--- src/rtl/xcalc_pkg.sv ---
// Shared calculator constants: key codes, result width, blank digit code,
// formatter FSM states and an elaboration-time power-of-ten helper.
package xcalc_pkg;

  localparam logic [3:0] KEY_PLUS    = 4'd10;
  localparam logic [3:0] KEY_MINUS   = 4'd11;
  localparam logic [3:0] KEY_MULT    = 4'd12;
  localparam logic [3:0] KEY_DIV     = 4'd13;
  localparam logic [3:0] KEY_ENTER   = 4'd14;

  localparam int         RES_W_DEF   = 11;
  localparam logic [3:0] DIGIT_BLANK = 4'hF;

  typedef enum logic [1:0] {
    IDLE  = 2'd0,
    SHIFT = 2'd1,
    FIN   = 2'd2
  } fmt_state_t;

  function automatic longint unsigned pow10(input int n);
    longint unsigned p;
    p = 64'd1;
    for (int i = 0; i < n; i++) p = p * 64'd10;
    return p;
  endfunction

endpackage

--- src/rtl/xres_fmt_if.sv ---
// Start/busy/done handshake and result bus between the operator block and
// the formatter; master drives the request, slave is the formatter.
interface xres_fmt_if
  import xcalc_pkg::*;
#(
  parameter int RES_W = RES_W_DEF,
  parameter int NDIG  = 4
);
  logic               start;
  logic [RES_W-1:0]   value;
  logic               busy;
  logic               done;
  logic               negative;
  logic [4*NDIG-1:0]  bcd;

  modport master (output start, output value,
                  input busy, input done, input negative, input bcd);
  modport slave  (input start, input value,
                  output busy, output done, output negative, output bcd);
endinterface

--- src/rtl/xres_fmt_bcd_add3.sv ---
// Double-dabble digit correction: add 3 to any BCD digit of 5 or more.
module bcd_add3 (
  input  logic [3:0] d,
  output logic [3:0] q
);
  assign q = (d >= 4'd5) ? (d + 4'd3) : d;
endmodule

--- src/rtl/xres_fmt.sv ---
// Iterative double-dabble formatter: signed result -> sign + NDIG BCD digits.
// Define XRES_FMT_BLANK_EN to output leading zero digits as DIGIT_BLANK.
module xres_fmt
  import xcalc_pkg::*;
#(
  parameter int RES_W = RES_W_DEF,
  parameter int NDIG  = 4
) (
  input  logic        clk,
  input  logic        rst,
  xres_fmt_if.slave   bus
);
  localparam int SCR_W = 4*NDIG + RES_W;
  localparam int CNT_W = $clog2(RES_W + 1);

  if (pow10(NDIG) <= (64'd1 << (RES_W - 1))) begin : g_ndig_check
    $error("xres_fmt: NDIG too small for RES_W");
  end

  fmt_state_t        state_r, state_nx;
  logic [CNT_W-1:0]  cnt_r, cnt_nx;
  logic [SCR_W-1:0]  scratch_r, scratch_nx;
  logic              sgn_r, sgn_nx;
  logic              busy_r, busy_nx;
  logic              done_r, done_nx;
  logic              neg_r, neg_nx;
  logic [4*NDIG-1:0] bcd_r, bcd_nx;
  logic [4*NDIG-1:0] corr_s;
  logic [SCR_W-1:0]  pre_shift_s;

  for (genvar i = 0; i < NDIG; i++) begin : g_add3
    bcd_add3 u_add3 (.d(scratch_r[RES_W + 4*i +: 4]), .q(corr_s[4*i +: 4]));
  end

  assign pre_shift_s = {corr_s, scratch_r[RES_W-1:0]};

  // Leading zeros become blanks; the ones digit always stays visible.
  function automatic logic [4*NDIG-1:0] blank_lz(input logic [4*NDIG-1:0] d);
    logic [4*NDIG-1:0] r;
    logic              lead;
    r    = d;
    lead = 1'b1;
    for (int i = NDIG - 1; i > 0; i--) begin
      if (lead && (d[4*i +: 4] == 4'h0)) r[4*i +: 4] = DIGIT_BLANK;
      else                               lead = 1'b0;
    end
    return r;
  endfunction

  always_comb begin
    state_nx   = state_r;
    cnt_nx     = cnt_r;
    scratch_nx = scratch_r;
    sgn_nx     = sgn_r;
    busy_nx    = busy_r;
    done_nx    = 1'b0;
    neg_nx     = neg_r;
    bcd_nx     = bcd_r;
    case (state_r)
      IDLE: begin
        if (bus.start) begin
          sgn_nx     = bus.value[RES_W-1];
          scratch_nx = {{(4*NDIG){1'b0}},
                        bus.value[RES_W-1] ? (~bus.value + RES_W'(1)) : bus.value};
          cnt_nx     = {CNT_W{1'b0}};
          busy_nx    = 1'b1;
          state_nx   = SHIFT;
        end else begin
          state_nx   = IDLE;
        end
      end
      SHIFT: begin
        scratch_nx = {pre_shift_s[SCR_W-2:0], 1'b0};
        cnt_nx     = cnt_r + CNT_W'(1);
        if (cnt_r == CNT_W'(RES_W - 1)) state_nx = FIN;
        else                            state_nx = SHIFT;
      end
      FIN: begin
`ifdef XRES_FMT_BLANK_EN
        bcd_nx   = blank_lz(scratch_r[SCR_W-1:RES_W]);
`else
        bcd_nx   = scratch_r[SCR_W-1:RES_W];
`endif
        neg_nx   = sgn_r;
        done_nx  = 1'b1;
        busy_nx  = 1'b0;
        state_nx = IDLE;
      end
      default: begin
        busy_nx  = 1'b0;
        state_nx = IDLE;
      end
    endcase
  end

  always_ff @(posedge clk) begin
    if (rst) begin
      state_r   <= IDLE;
      cnt_r     <= {CNT_W{1'b0}};
      scratch_r <= {SCR_W{1'b0}};
      sgn_r     <= 1'b0;
      busy_r    <= 1'b0;
      done_r    <= 1'b0;
      neg_r     <= 1'b0;
      bcd_r     <= {(4*NDIG){1'b0}};
    end else begin
      state_r   <= state_nx;
      cnt_r     <= cnt_nx;
      scratch_r <= scratch_nx;
      sgn_r     <= sgn_nx;
      busy_r    <= busy_nx;
      done_r    <= done_nx;
      neg_r     <= neg_nx;
      bcd_r     <= bcd_nx;
    end
  end

  assign bus.busy     = busy_r;
  assign bus.done     = done_r;
  assign bus.negative = neg_r;
  assign bus.bcd      = bcd_r;

endmodule

--- src/flat_wrapper.sv ---
// flat-port wrapper written by rule: the top's interface ports become plain ports
module xres_fmt_flat import xcalc_pkg::*;
#(
  parameter int RES_W = RES_W_DEF,
  parameter int NDIG  = 4
)
  (clk, rst, bus_start, bus_value, bus_busy, bus_done, bus_negative, bus_bcd);
  xres_fmt_if #(.RES_W(RES_W), .NDIG(NDIG)) bus_i ();
  input  logic clk;
  input  logic rst;
  input wire logic [$bits(bus_i.start)-1:0] bus_start;
  input wire logic [$bits(bus_i.value)-1:0] bus_value;
  output wire logic [$bits(bus_i.busy)-1:0] bus_busy;
  output wire logic [$bits(bus_i.done)-1:0] bus_done;
  output wire logic [$bits(bus_i.negative)-1:0] bus_negative;
  output wire logic [$bits(bus_i.bcd)-1:0] bus_bcd;
  assign bus_i.start = bus_start;
  assign bus_i.value = bus_value;
  assign bus_busy = bus_i.busy;
  assign bus_done = bus_i.done;
  assign bus_negative = bus_i.negative;
  assign bus_bcd = bus_i.bcd;
  xres_fmt #(.RES_W(RES_W), .NDIG(NDIG)) u_core (.clk(clk), .rst(rst), .bus(bus_i));
endmodule
--- config.mk ---
export PLATFORM = sky130hd
export DESIGN_NAME = xres_fmt_flat
export DESIGN_NICKNAME = d
export VERILOG_FILES = /design/src/rtl/xcalc_pkg.sv /design/src/rtl/xres_fmt_if.sv /design/src/rtl/xres_fmt_bcd_add3.sv /design/src/rtl/xres_fmt.sv /design/src/flat_wrapper.sv
export SDC_FILE = /design/constraint.sdc
export NUM_CORES = 1
export LEC_CHECK = 0
export CAP_MARGIN = 20
export CORE_ASPECT_RATIO = 1.2
export CORE_MARGIN = 2
export CORE_UTILIZATION = 40
export DETAILED_ROUTE_END_ITERATION = 16
export DONT_BUFFER_PORTS = 1
export HOLD_SLACK_MARGIN = 0.03
export SLEW_MARGIN = 40
export SYNTH_ARGS = -nofsm -noshare
export SYNTH_HDL_FRONTEND = slang
export SYNTH_HIERARCHICAL = 1
export SYNTH_SLANG_ARGS = --single-unit
export TNS_END_PERCENT = 10
--- constraint.sdc ---
create_clock -name clk -period 2 [get_ports clk]
set_clock_uncertainty 0.05 [all_clocks]
set_input_delay 0.6 -clock clk [delete_from_list [all_inputs] [get_ports clk]]
set_output_delay 0.6 -clock clk [all_outputs]
set_load 0.05 [all_outputs]
==> load_flow_metrics.sql, run 1 <==
INSERT INTO impl_metrics (metric_group, metric, value, unit) VALUES
('status', 'status', 'finished clean', ''),
('floorplanning', 'floorplan.core_area', '0.00609', 'mm²'),
('floorplanning', 'floorplan.initialDensity', '0.415', ''),
('sta', 'setup_viol', '0', ''),
('floorplanning', 'floorplan.die.width', '76.6', 'µm'),
('place', 'globalplace.congestion', '0.855', ''),
('grt', 'wire_length_of_the_first_global_routing_pass', '8710', 'µm'),
('grt', 'initial_antenna_violation_count', '0', ''),
('layout', 'antenna_cells', '0', ''),
('power_and_ir_drop', 'power_density_over_the_cells', '685', 'mW/mm²'),
('clocking', 'ctsHoldBuffers', '0', ''),
('power_and_ir_drop', 'switching_share', '0.250', ''),
('floorplanning', 'row_count', '31', ''),
('critical_path', 'worstPathRequired', '2.13', 'ns'),
('floorplanning', 'floorplan.die.height', '91.1', 'µm'),
('yosys', 'synthesis.yosys.warnings', '6', ''),
('critical_path', 'reg2reg_to', 'u_core/scratch_r[10]', ''),
('grt', 'grtUsageMet2', '0.268', ''),
('detailed_routing', 'drt.antenna.violating_nets', '0', ''),
('critical_path', 'setup.worst_path.class', 'primary input to flop', ''),
('power_and_ir_drop', 'power_frac_clock', '0.326', ''),
('power_and_ir_drop', 'pwr-share-seq', '0.598', ''),
('layout', 'nNetsFinal', '320', ''),
('power_and_ir_drop', 'peakVddDrop', '0.277', 'mV'),
('floorplanning', 'floorplan.io_pins', '33', ''),
('power_and_ir_drop', 'leakage', '1.02', 'nW'),
('clocking', 'cts_tree', 'yes', ''),
('sta', 'max_freq', '0.608', 'GHz'),
('detailed_routing', 'detail_route.first_pass.iterations', '4', ''),
('yosys', 'netlist_instances', '296', ''),
('critical_path', 'crit-reg2reg-launch', 'u_core/state_r[1]', ''),
('sta', 'final.min_clock_period', '1.64', 'ns'),
('min_path', 'worstHoldEndpoint', 'u_core/bus.bcd[0]', ''),
('critical_path', 'maximum_fanout_along_the_worst_path', '5', ''),
('critical_path', 'cp-end-kind', 'flop', ''),
('clocking', 'cts-root-to-sink-buffers', '2', ''),
('sta', 'final.hold.worst_slack', '0.298', 'ns'),
('clocking', 'htree_levels', '2', ''),
('sta', 'timing.final.max_slew_violations', '0', ''),
('grt', 'grt_max_degree', '36', ''),
('detailed_routing', 'detail_route.vias_per_cell', '5.20', ''),
('min_path', 'hold_path_startpoint', 'rst', ''),
('grt', 'global_route.usage.met3', '0.0398', ''),
('grt', 'grt.busiest_layer', 'met2', ''),
('sta', 'setup-tns-final', '0', 'ns'),
('sta', 'transition_time_of_the_tightest_slew_check_pin', '0.518', 'ns'),
('critical_path', 'crit_arrival', '1.78', 'ns'),
('clocking', 'clock_insertion_delay_worst_skew', '0.31', 'ns'),
('sta', 'worst_slew_margin_rel', '0.654', ''),
('detailed_routing', 'routed_wire_length_per_instance', '13.5', 'µm'),
('power_and_ir_drop', 'cell_internal_pwr', '1.39', 'mW'),
('layout', 'drive_gt1_frac', '0.101', ''),
('min_path', 'min_path_type', 'primary input to flop', ''),
('critical_path', 'critical_path.startpoint', 'bus_value[1]', ''),
('place', 'preCtsSetupSlack', '0.0327', 'ns'),
('place', 'hpwl', '3450', 'µm'),
('layout', 'stdcell_area', '0.00270', 'mm²'),
('sta', 'postLayoutSetupSlackWorst', '0.355', 'ns'),
('clocking', 'cts.repair.resized', '0', ''),
('clocking', 'clock_sink_count', '53', ''),
('detailed_routing', 'detailroute.via_count', '1966', ''),
('sta', 'final_min_period_over_clock_period', '0.822', ''),
('power_and_ir_drop', 'p_switching', '0.464', 'mW'),
('critical_path', 'setup.worst_path.start_class', 'primary input', ''),
('clocking', 'cts.reportedPaths.clkPinSlew', '0.10', 'ns'),
('place', 'placed_cell_area', '0.00262', 'mm²'),
('floorplanning', 'dieArea', '0.00698', 'mm²'),
('layout', 'areaGrowthSynthToFinish', '6.87', '%'),
('yosys', 'syn_nets', '321', ''),
('grt', 'met1_demand_to_capacity_share_in_global_routing', '0.184', ''),
('grt', 'grt.total_usage', '0.154', '');
power by group through the flow:
stage,logic [mW],registers [mW],clock network [mW]
finish,0.141,1.11,0.603
global route,0.160,1.11,0.675
CTS,0.143,1.11,0.628
detailed placement,0.142,1.13,0
global placement,0.141,1.13,0
floorplan,0.125,1.12,0
final cells by class:
class | instances | area (µm²)
Fill cell | 625 | 3390
Multi-Input combinational cell | 214 | 1350
Sequential cell | 53 | 1060
Clock inverter | 3 | 17.5
Timing Repair Buffer | 8 | 60.1
Tap cell | 82 | 103
Inverter | 13 | 48.8
Clock buffer | 5 | 68.8
worst max-delay path by stage:
stage | end | slack (ns)
global route | u_core/scratch_r[4] | 0.24
CTS | u_core/scratch_r[4] | 0.36
finish | u_core/scratch_r[4] | 0.36
floorplan | u_core/scratch_r[10] | 0.11
global placement | u_core/scratch_r[4] | 0.07
detailed placement | u_core/scratch_r[4] | 0.03
layout by cell type, fill, tap and decap left out, types with 5 or more instances in the layout:
cell type                  instances
sky130_fd_sc_hd__a22o_1           17
sky130_fd_sc_hd__a21oi_1          28
sky130_fd_sc_hd__inv_1            13
sky130_fd_sc_hd__o21ai_0          10
sky130_fd_sc_hd__nand2b_1         10
sky130_fd_sc_hd__ha_1             11
sky130_fd_sc_hd__buf_4             8
sky130_fd_sc_hd__xnor2_1           6
sky130_fd_sc_hd__nand2_1          57
sky130_fd_sc_hd__dfxtp_1          53
sky130_fd_sc_hd__nor2_1           20
sky130_fd_sc_hd__clkbuf_8          5
critical path, cell delays in order:
cell                      delay, ns
sky130_fd_sc_hd__inv_1         0.05
sky130_fd_sc_hd__ha_1          0.20
sky130_fd_sc_hd__or3b_2        0.47
sky130_fd_sc_hd__a21o_2        0.22
sky130_fd_sc_hd__a21oi_1       0.13
sky130_fd_sc_hd__o32ai_1       0.10
per-layer routing:
metal | wire length, µm | share of wire
met1 | 2350 | 0.46
met2 | 2460 | 0.48
met3 | 232 | 0.045
met4 | 70 | 0.014
met5 | 0 | 0
registers in the layout (all words and copies together), names as in the netlist:
| name | flops |
|---|---|
| u_core/bus.bcd | 16 |
| u_core/bus.busy | 1 |
| u_core/bus.done | 1 |
| u_core/bus.negative | 1 |
| u_core/cnt_r | 4 |
| u_core/scratch_r | 27 |
| u_core/sgn_r | 1 |
| u_core/state_r | 2 |
through the flow:
step                total power, mW   util  std cells
detailed placement             1.27  0.430        370
finish                         1.85  0.444        378
floorplan                      1.25      -        296
CTS                            1.88  0.444        378
global route                   1.95  0.444        378
global placement               1.27  0.430        370
Power figures use the tool's default switching activity.
==> run 2, diff against run 1 <==
Clock period 2 ns to 1.32 ns, I/O delays scaled along.
==> load_flow_metrics.sql, run 2 (synthesized netlist as in run 1, its figures left out) <==
INSERT INTO impl_metrics (metric_group, metric, value, unit) VALUES
('detailed_routing', 'detailroute.via_count', '2165', ''),
('detailed_routing', 'detail_route.iter0.violations', '96', ''),
('run', 'drv.max_cap_violation_count', '0', ''),
('critical_path', 'critical_path.startpoint', 'bus_value[4]', ''),
('grt', 'wire_length_of_the_first_global_routing_pass', '9720', 'µm'),
('critical_path', 'rr_worst_depth', '3', ''),
('sta', 'final_hold_viol_count', '0', ''),
('clocking', 'cts.reportedPaths.clkPinSlew', '0.10', 'ns'),
('critical_path', 'maximum_fanout_along_the_worst_path', '5', ''),
('sta', 'postLayoutSetupSlackWorst', '-0.150', 'ns'),
('place', 'globalplace.congestion', '0.810', ''),
('floorplanning', 'dieArea', '0.00698', 'mm²'),
('layout', 'utilization_after_layout', '0.543', ''),
('clocking', 'cts-root-to-sink-buffers', '2', ''),
('critical_path', 'cp_common_cell', 'sky130_fd_sc_hd__or4_4', ''),
('grt', 'global_route_total_overflow', '0', ''),
('critical_path', 'critical-path-max-stage-delay', '0.56', 'ns'),
('clocking', 'ctsHoldBuffers', '0', ''),
('critical_path', 'cp-endpoint', 'u_core/scratch_r[10]', ''),
('power_and_ir_drop', 'totalPowerFinal', '2.90', 'mW'),
('layout', 'registers.top_by_ff_count', 'u_core/scratch_r', ''),
('status', 'violations', 'negative setup slack', ''),
('power_and_ir_drop', 'leakage', '1.31', 'nW'),
('sta', 'final_min_period_over_clock_period', '1.11', ''),
('floorplanning', 'floorplan.die.width', '76.6', 'µm'),
('critical_path', 'crit-reg2reg-launch', 'u_core/state_r[1]', ''),
('grt', 'initial_antenna_violation_count', '0', ''),
('clocking', 'cts_tree', 'yes', ''),
('critical_path', 'cp.buffers_inverters', '0', ''),
('detailed_routing', 'drt.antenna.violating_nets', '0', ''),
('power_and_ir_drop', 'power_density_over_the_cells', '878', 'mW/mm²'),
('layout', 'largest_register_ffs', '27', ''),
('grt', 'grt_pass1_vias', '2125', ''),
('sta', 'rsz_0062_raised_after_global_routing', 'yes', ''),
('status', 'status', 'finished with violations', ''),
('critical_path', 'reg2reg_to', 'u_core/scratch_r[10]', ''),
('sta', 'final.hold.worst_slack', '0.0766', 'ns'),
('layout', 'nNetsFinal', '363', ''),
('critical_path', 'reg2reg_slack', '-0.10', 'ns'),
('floorplanning', 'row_count', '31', ''),
('critical_path', 'setup.worst_path.class', 'primary input to flop', ''),
('critical_path', 'setup.worst_path.start_class', 'primary input', ''),
('critical_path', 'timing.critical_path.cells', 'or4_4, or4_4, a21oi_2', ''),
('clocking', 'clock_insertion_delay_worst_skew', '0.31', 'ns'),
('sta', 'final.min_clock_period', '1.47', 'ns'),
('critical_path', 'worstPathRequired', '1.52', 'ns'),
('critical_path', 'crit_arrival', '1.67', 'ns'),
('clocking', 'htree_levels', '2', ''),
('sta', 'setup_viol', '9', ''),
('detailed_routing', 'detail_route.first_pass.iterations', '4', ''),
('floorplanning', 'floorplan.initialDensity', '0.415', ''),
('clocking', 'clock_sink_count', '53', ''),
('sta', 'max_freq', '0.680', 'GHz'),
('critical_path', 'crit_path_top_delay_cell', 'sky130_fd_sc_hd__or4_4', ''),
('min_path', 'hold_path_startpoint', 'rst', ''),
('layout', 'areaGrowthSynthToFinish', '30.7', '%'),
('place', 'preCtsSetupSlack', '-0.420', 'ns'),
('layout', 'layout.cells.most_common_list', 'sky130_fd_sc_hd__nand2_1 (57), sky130_fd_sc_hd__dfxtp_1 (41), sky130_fd_sc_hd__buf_4 (33)', ''),
('sta', 'worst_slew_margin_rel', '0.794', ''),
('clocking', 'cts_root_buf', 'sky130_fd_sc_hd__clkbuf_8', ''),
('sta', 'timing.final.max_slew_violations', '0', ''),
('place', 'port_buf_inserts', '0', ''),
('detailed_routing', 'routed_wire_length_per_instance', '13.7', 'µm'),
('detailed_routing', 'route.final.wire_length', '5770', 'µm'),
('place', 'hpwl', '3860', 'µm'),
('critical_path', 'critPathTopFamily', 'simple AND/OR/NAND/NOR gates', ''),
('min_path', 'min_path_type', 'primary input to flop', ''),
('power_and_ir_drop', 'peakVddDrop', '0.531', 'mV'),
('floorplanning', 'floorplan.core_area', '0.00609', 'mm²'),
('clocking', 'cts_buffers', '5', ''),
('floorplanning', 'floorplan.io_pins', '33', ''),
('layout', 'drive_gt1_frac', '0.313', ''),
('detailed_routing', 'route.detailed.drc', '0', ''),
('floorplanning', 'floorplan.die.height', '91.1', 'µm'),
('layout', 'antenna_cells', '0', ''),
('layout', 'n_fill_cell', '590', ''),
('grt', 'grt_max_degree', '36', ''),
('critical_path', 'cp.depth', '3', ''),
('grt', 'grt.total_usage', '0.170', ''),
('critical_path', 'cp-end-kind', 'flop', ''),
('layout', 'layout_commonest_cell', 'sky130_fd_sc_hd__nand2_1', ''),
('sta', 'transition_time_of_the_tightest_slew_check_pin', '0.306', 'ns'),
('detailed_routing', 'detail_route.vias_per_cell', '5.14', '');
run 2: cell types whose count changed in the layout (fill, tap and decap cells not counted), sizes merged:
cell,change
buf,+43
clkinvlp,-1
clkinv,+1
run 2: what timing repair did:
action	4_1_cts	5_1_grt
endpoints found under the setup margin	29	49
setup buffers	0	2
pin swaps	5	11
resized for setup	13	43
run 2: stage by stage:
stage                     TNS [ns]  instances  cell area (µm²)
final                       -0.448        421             3310
after global routing         -1.46        421             3310
after CTS                    -1.05        420             3150
after detailed placement     -3.33        412             3000
after global placement       -2.72        412             3000
after floorplan              -5.18        296             2560
run 2: power by group:
group | internal (mW) | leakage (nW) | total (mW) | switching, mW
Sequential | 1.64 | 0.436 | 1.67 | 0.0273
Combinational | 0.156 | 0.828 | 0.307 | 0.151
Clock | 0.377 | 0.0481 | 0.927 | 0.550
Total | 2.17 | 1.31 | 2.90 | 0.728
run 2: worst min-delay path by stage:
stage / depth (start not counted) / slack (ns) / endpoint
global route: 1 / 0.06 / u_core/bus.bcd[9]
global placement: 2 / 0.39 / u_core/bus.bcd[10]
finish: 1 / 0.08 / u_core/bus.bcd[9]
floorplan: 2 / 0.38 / u_core/bus.negative
CTS: 1 / 0.08 / u_core/bus.bcd[6]
detailed placement: 2 / 0.39 / u_core/bus.bcd[5]
run 2: routing by layer:
layer	vias to the layer above	part of all wire	global-route usage
met5	-	0	0
met4	0	0.013	0.0591
met3	6	0.034	0.0338
met2	36	0.52	0.311
met1	1013	0.43	0.195
li1	1110	-	-
run 2: area by class of cell:
cell class / count / area [µm²] / area share
flip-flops and latches: 53 / 1080 / 0.325
clock buffers: 5 / 68.8 / 0.0208
clock inverters: 3 / 22.5 / 0.00681
inverters: 13 / 66.3 / 0.0201
repair buffers: 51 / 480 / 0.145
multi-input cells: 214 / 1490 / 0.451
well taps: 82 / 103 / 0.0310
==> run 3, diff against run 2 <==
--- a/constraint.sdc
+++ b/constraint.sdc
@@ -4,2 +4,2 @@
 set_output_delay 0.396 -clock clk [all_outputs]
-set_load 0.05 [all_outputs]
+set_load 0.01 [all_outputs]
==> load_flow_metrics.sql, run 3 (synthesized netlist as in run 1, its figures left out) <==
INSERT INTO impl_metrics (metric_group, metric, value, unit) VALUES
('detailed_routing', 'route.final.wire_length', '5750', 'µm'),
('layout', 'areaGrowthSynthToFinish', '25.1', '%'),
('power_and_ir_drop', 'power_frac_comb', '0.102', ''),
('detailed_routing', 'route.detailed.drc', '0', ''),
('sta', 'postLayoutSetupSlackWorst', '-0.144', 'ns'),
('power_and_ir_drop', 'power_frac_clock', '0.336', ''),
('clocking', 'cts-root-to-sink-buffers', '2', ''),
('clocking', 'cts_tree', 'yes', ''),
('sta', 'setup_viol', '8', ''),
('critical_path', 'setup.worst_path.start_class', 'primary input', ''),
('power_and_ir_drop', 'leakage', '1.22', 'nW'),
('critical_path', 'crit_arrival', '1.65', 'ns'),
('floorplanning', 'floorplan.io_pins', '33', ''),
('power_and_ir_drop', 'peakVddDrop', '0.585', 'mV'),
('layout', 'number_of_cells_in_the_finished_layout_apart_from_fillers', '405', ''),
('sta', 'final.min_clock_period', '1.46', 'ns'),
('critical_path', 'crit-reg2reg-launch', 'u_core/state_r[0]', ''),
('place', 'placed_cells', '396', ''),
('critical_path', 'critical_path.startpoint', 'bus_value[4]', ''),
('power_and_ir_drop', 'p_switching', '0.697', 'mW'),
('grt', 'initial_antenna_violation_count', '0', ''),
('clocking', 'clock_insertion_delay_worst_skew', '0.30', 'ns'),
('sta', 'max_freq', '0.683', 'GHz'),
('detailed_routing', 'detailroute.via_count', '2109', ''),
('min_path', 'worstHoldEndpoint', 'u_core/bus.bcd[5]', ''),
('sta', 'transition_time_of_the_tightest_slew_check_pin', '0.343', 'ns'),
('layout', 'registers.top_by_ff_count', 'u_core/scratch_r', ''),
('power_and_ir_drop', 'cell_internal_pwr', '2.27', 'mW'),
('place', 'port_buf_inserts', '0', ''),
('floorplanning', 'floorplan.initialDensity', '0.415', ''),
('grt', 'grt_pass1_vias', '2127', ''),
('detailed_routing', 'detail_route.vias_per_cell', '5.21', ''),
('floorplanning', 'row_count', '31', ''),
('sta', 'worst_slew_margin_rel', '0.771', ''),
('clocking', 'cts_buffers', '5', ''),
('sta', 'final_min_period_over_clock_period', '1.11', ''),
('layout', 'antenna_cells', '0', ''),
('clocking', 'cts_root_buf', 'sky130_fd_sc_hd__clkbuf_8', ''),
('layout', 'utilization_after_layout', '0.520', ''),
('floorplanning', 'floorplan.die.width', '76.6', 'µm'),
('place', 'preCtsSetupSlack', '-0.426', 'ns'),
('grt', 'wire_length_of_the_first_global_routing_pass', '9820', 'µm'),
('place', 'hpwl', '3820', 'µm'),
('layout', 'nNetsFinal', '347', ''),
('place', 'globalplace.congestion', '0.797', ''),
('clocking', 'cts.reportedPaths.clkPinSlew', '0.09', 'ns'),
('grt', 'grt_max_degree', '36', ''),
('power_and_ir_drop', 'power_density_over_the_cells', '938', 'mW/mm²'),
('layout', 'largest_register_ffs', '27', ''),
('run', 'drv.max_cap_violation_count', '0', ''),
('layout', 'layout.area.seq', '0.00107', 'mm²'),
('clocking', 'htree_levels', '2', ''),
('critical_path', 'reg2reg_slack', '-0.06', 'ns'),
('critical_path', 'reg2reg_to', 'u_core/scratch_r[10]', ''),
('floorplanning', 'floorplan.core_area', '0.00609', 'mm²'),
('detailed_routing', 'drt.antenna.violating_nets', '0', ''),
('critical_path', 'maximum_fanout_along_the_worst_path', '5', ''),
('status', 'violations', 'negative setup slack', ''),
('min_path', 'hold-path-cell-count', '1', ''),
('clocking', 'clock_sink_count', '53', ''),
('floorplanning', 'dieArea', '0.00698', 'mm²'),
('detailed_routing', 'routed_wire_length_per_instance', '14.2', 'µm'),
('sta', 'timing.final.max_slew_violations', '0', ''),
('sta', 'final_hold_viol_count', '0', ''),
('detailed_routing', 'detail_route.iter0.violations', '73', ''),
('critical_path', 'cp-end-kind', 'flop', ''),
('sta', 'rsz_0062_raised_after_global_routing', 'yes', ''),
('min_path', 'hold_path_startpoint', 'rst', ''),
('status', 'status', 'finished with violations', ''),
('layout', 'drive_gt1_frac', '0.266', ''),
('critical_path', 'setup.worst_path.class', 'primary input to flop', ''),
('clocking', 'ctsHoldBuffers', '0', ''),
('layout', 'layout_commonest_cell', 'sky130_fd_sc_hd__nand2_1', ''),
('critical_path', 'worstPathRequired', '1.51', 'ns'),
('sta', 'final.hold.worst_slack', '0.0993', 'ns'),
('floorplanning', 'floorplan.die.height', '91.1', 'µm'),
('layout', 'layout.cells.most_common_list', 'sky130_fd_sc_hd__nand2_1 (57), sky130_fd_sc_hd__dfxtp_1 (45), sky130_fd_sc_hd__a21oi_1 (27)', ''),
('grt', 'global_route_total_overflow', '0', ''),
('layout', 'multi_input_combinational_cell_area', '0.00150', 'mm²'),
('critical_path', 'rr_worst_depth', '3', ''),
('layout', 'n_fill_cell', '577', ''),
('detailed_routing', 'detail_route.first_pass.iterations', '4', ''),
('grt', 'grt.total_usage', '0.170', ''),
('min_path', 'min_path_type', 'primary input to flop', ''),
('power_and_ir_drop', 'switching_share', '0.235', ''),
('power_and_ir_drop', 'pwr-share-seq', '0.562', '');
[run 3: cell count changes in the layout (fill, tap and decap cells not counted), sizes merged]
cell / previous run / this run
buf: 51 / 35
clkbuf: 5 / 7
clkinv: 3 / 1
[run 3: routing by layer]
| layer | routed length (µm) | global-route usage | vias to the layer above |
|---|---|---|---|
| li1 | - | - | 1074 |
| met1 | 2630 | 0.202 | 997 |
| met2 | 2870 | 0.314 | 33 |
| met3 | 191 | 0.0348 | 5 |
| met4 | 53 | 0.0379 | 0 |
| met5 | 0 | 0 | - |
[run 3: worst max path at each step]
stage | depth (start not counted) | slack (ns) | end
6_report | 3 | -0.14 | u_core/scratch_r[10]
5_1_grt | 3 | -0.13 | u_core/scratch_r[10]
4_1_cts | 3 | -0.12 | u_core/scratch_r[10]
3_5_place_dp | 4 | -0.43 | u_core/scratch_r[8]
3_3_place_gp | 4 | -0.39 | u_core/scratch_r[8]
2_1_floorplan | 4 | -0.36 | u_core/scratch_r[8]
[run 3: stage by stage]
step           TNS (ns)  total power, mW  instance area, µm²
3_5_place_dp      -3.67             1.97                2880
4_1_cts          -0.417             2.98                3100
2_1_floorplan     -5.18             1.89                2560
3_3_place_gp      -3.01             1.96                2880
6_report         -0.439             2.97                3170
5_1_grt           -1.44             3.10                3170
[run 3: final cells by class]
cell class | count | share of cell area
clock inverter | 1 | 0.00158
timing repair buffer | 35 | 0.102
clock buffer | 7 | 0.0304
tap | 82 | 0.0324
inverter | 13 | 0.0202
multi-input combinational | 214 | 0.475
sequential | 53 | 0.338
[run 3: worst max-delay path, stage by stage]
cell,delay [ns]
sky130_fd_sc_hd__or4_4,0.57
sky130_fd_sc_hd__or4_1,0.54
sky130_fd_sc_hd__a21oi_1,0.15
[run 3: power groups by stage]
| stage | Clock, mW | Sequential [mW] | Combinational, mW |
|---|---|---|---|
| finish | 0.998 | 1.67 | 0.303 |
| global route | 1.09 | 1.67 | 0.333 |
| CTS | 1.03 | 1.67 | 0.288 |
| detailed placement | 0 | 1.70 | 0.267 |
| global placement | 0 | 1.70 | 0.261 |
| floorplan | 0 | 1.69 | 0.198 |
[run 3: repair_timing]
action                                 4_1_cts  5_1_grt
resized for setup                           29       14
pin swaps                                   12        4
endpoints found under the hold margin        0        0
setup buffers                                0        1
setup endpoints to repair                   32       30
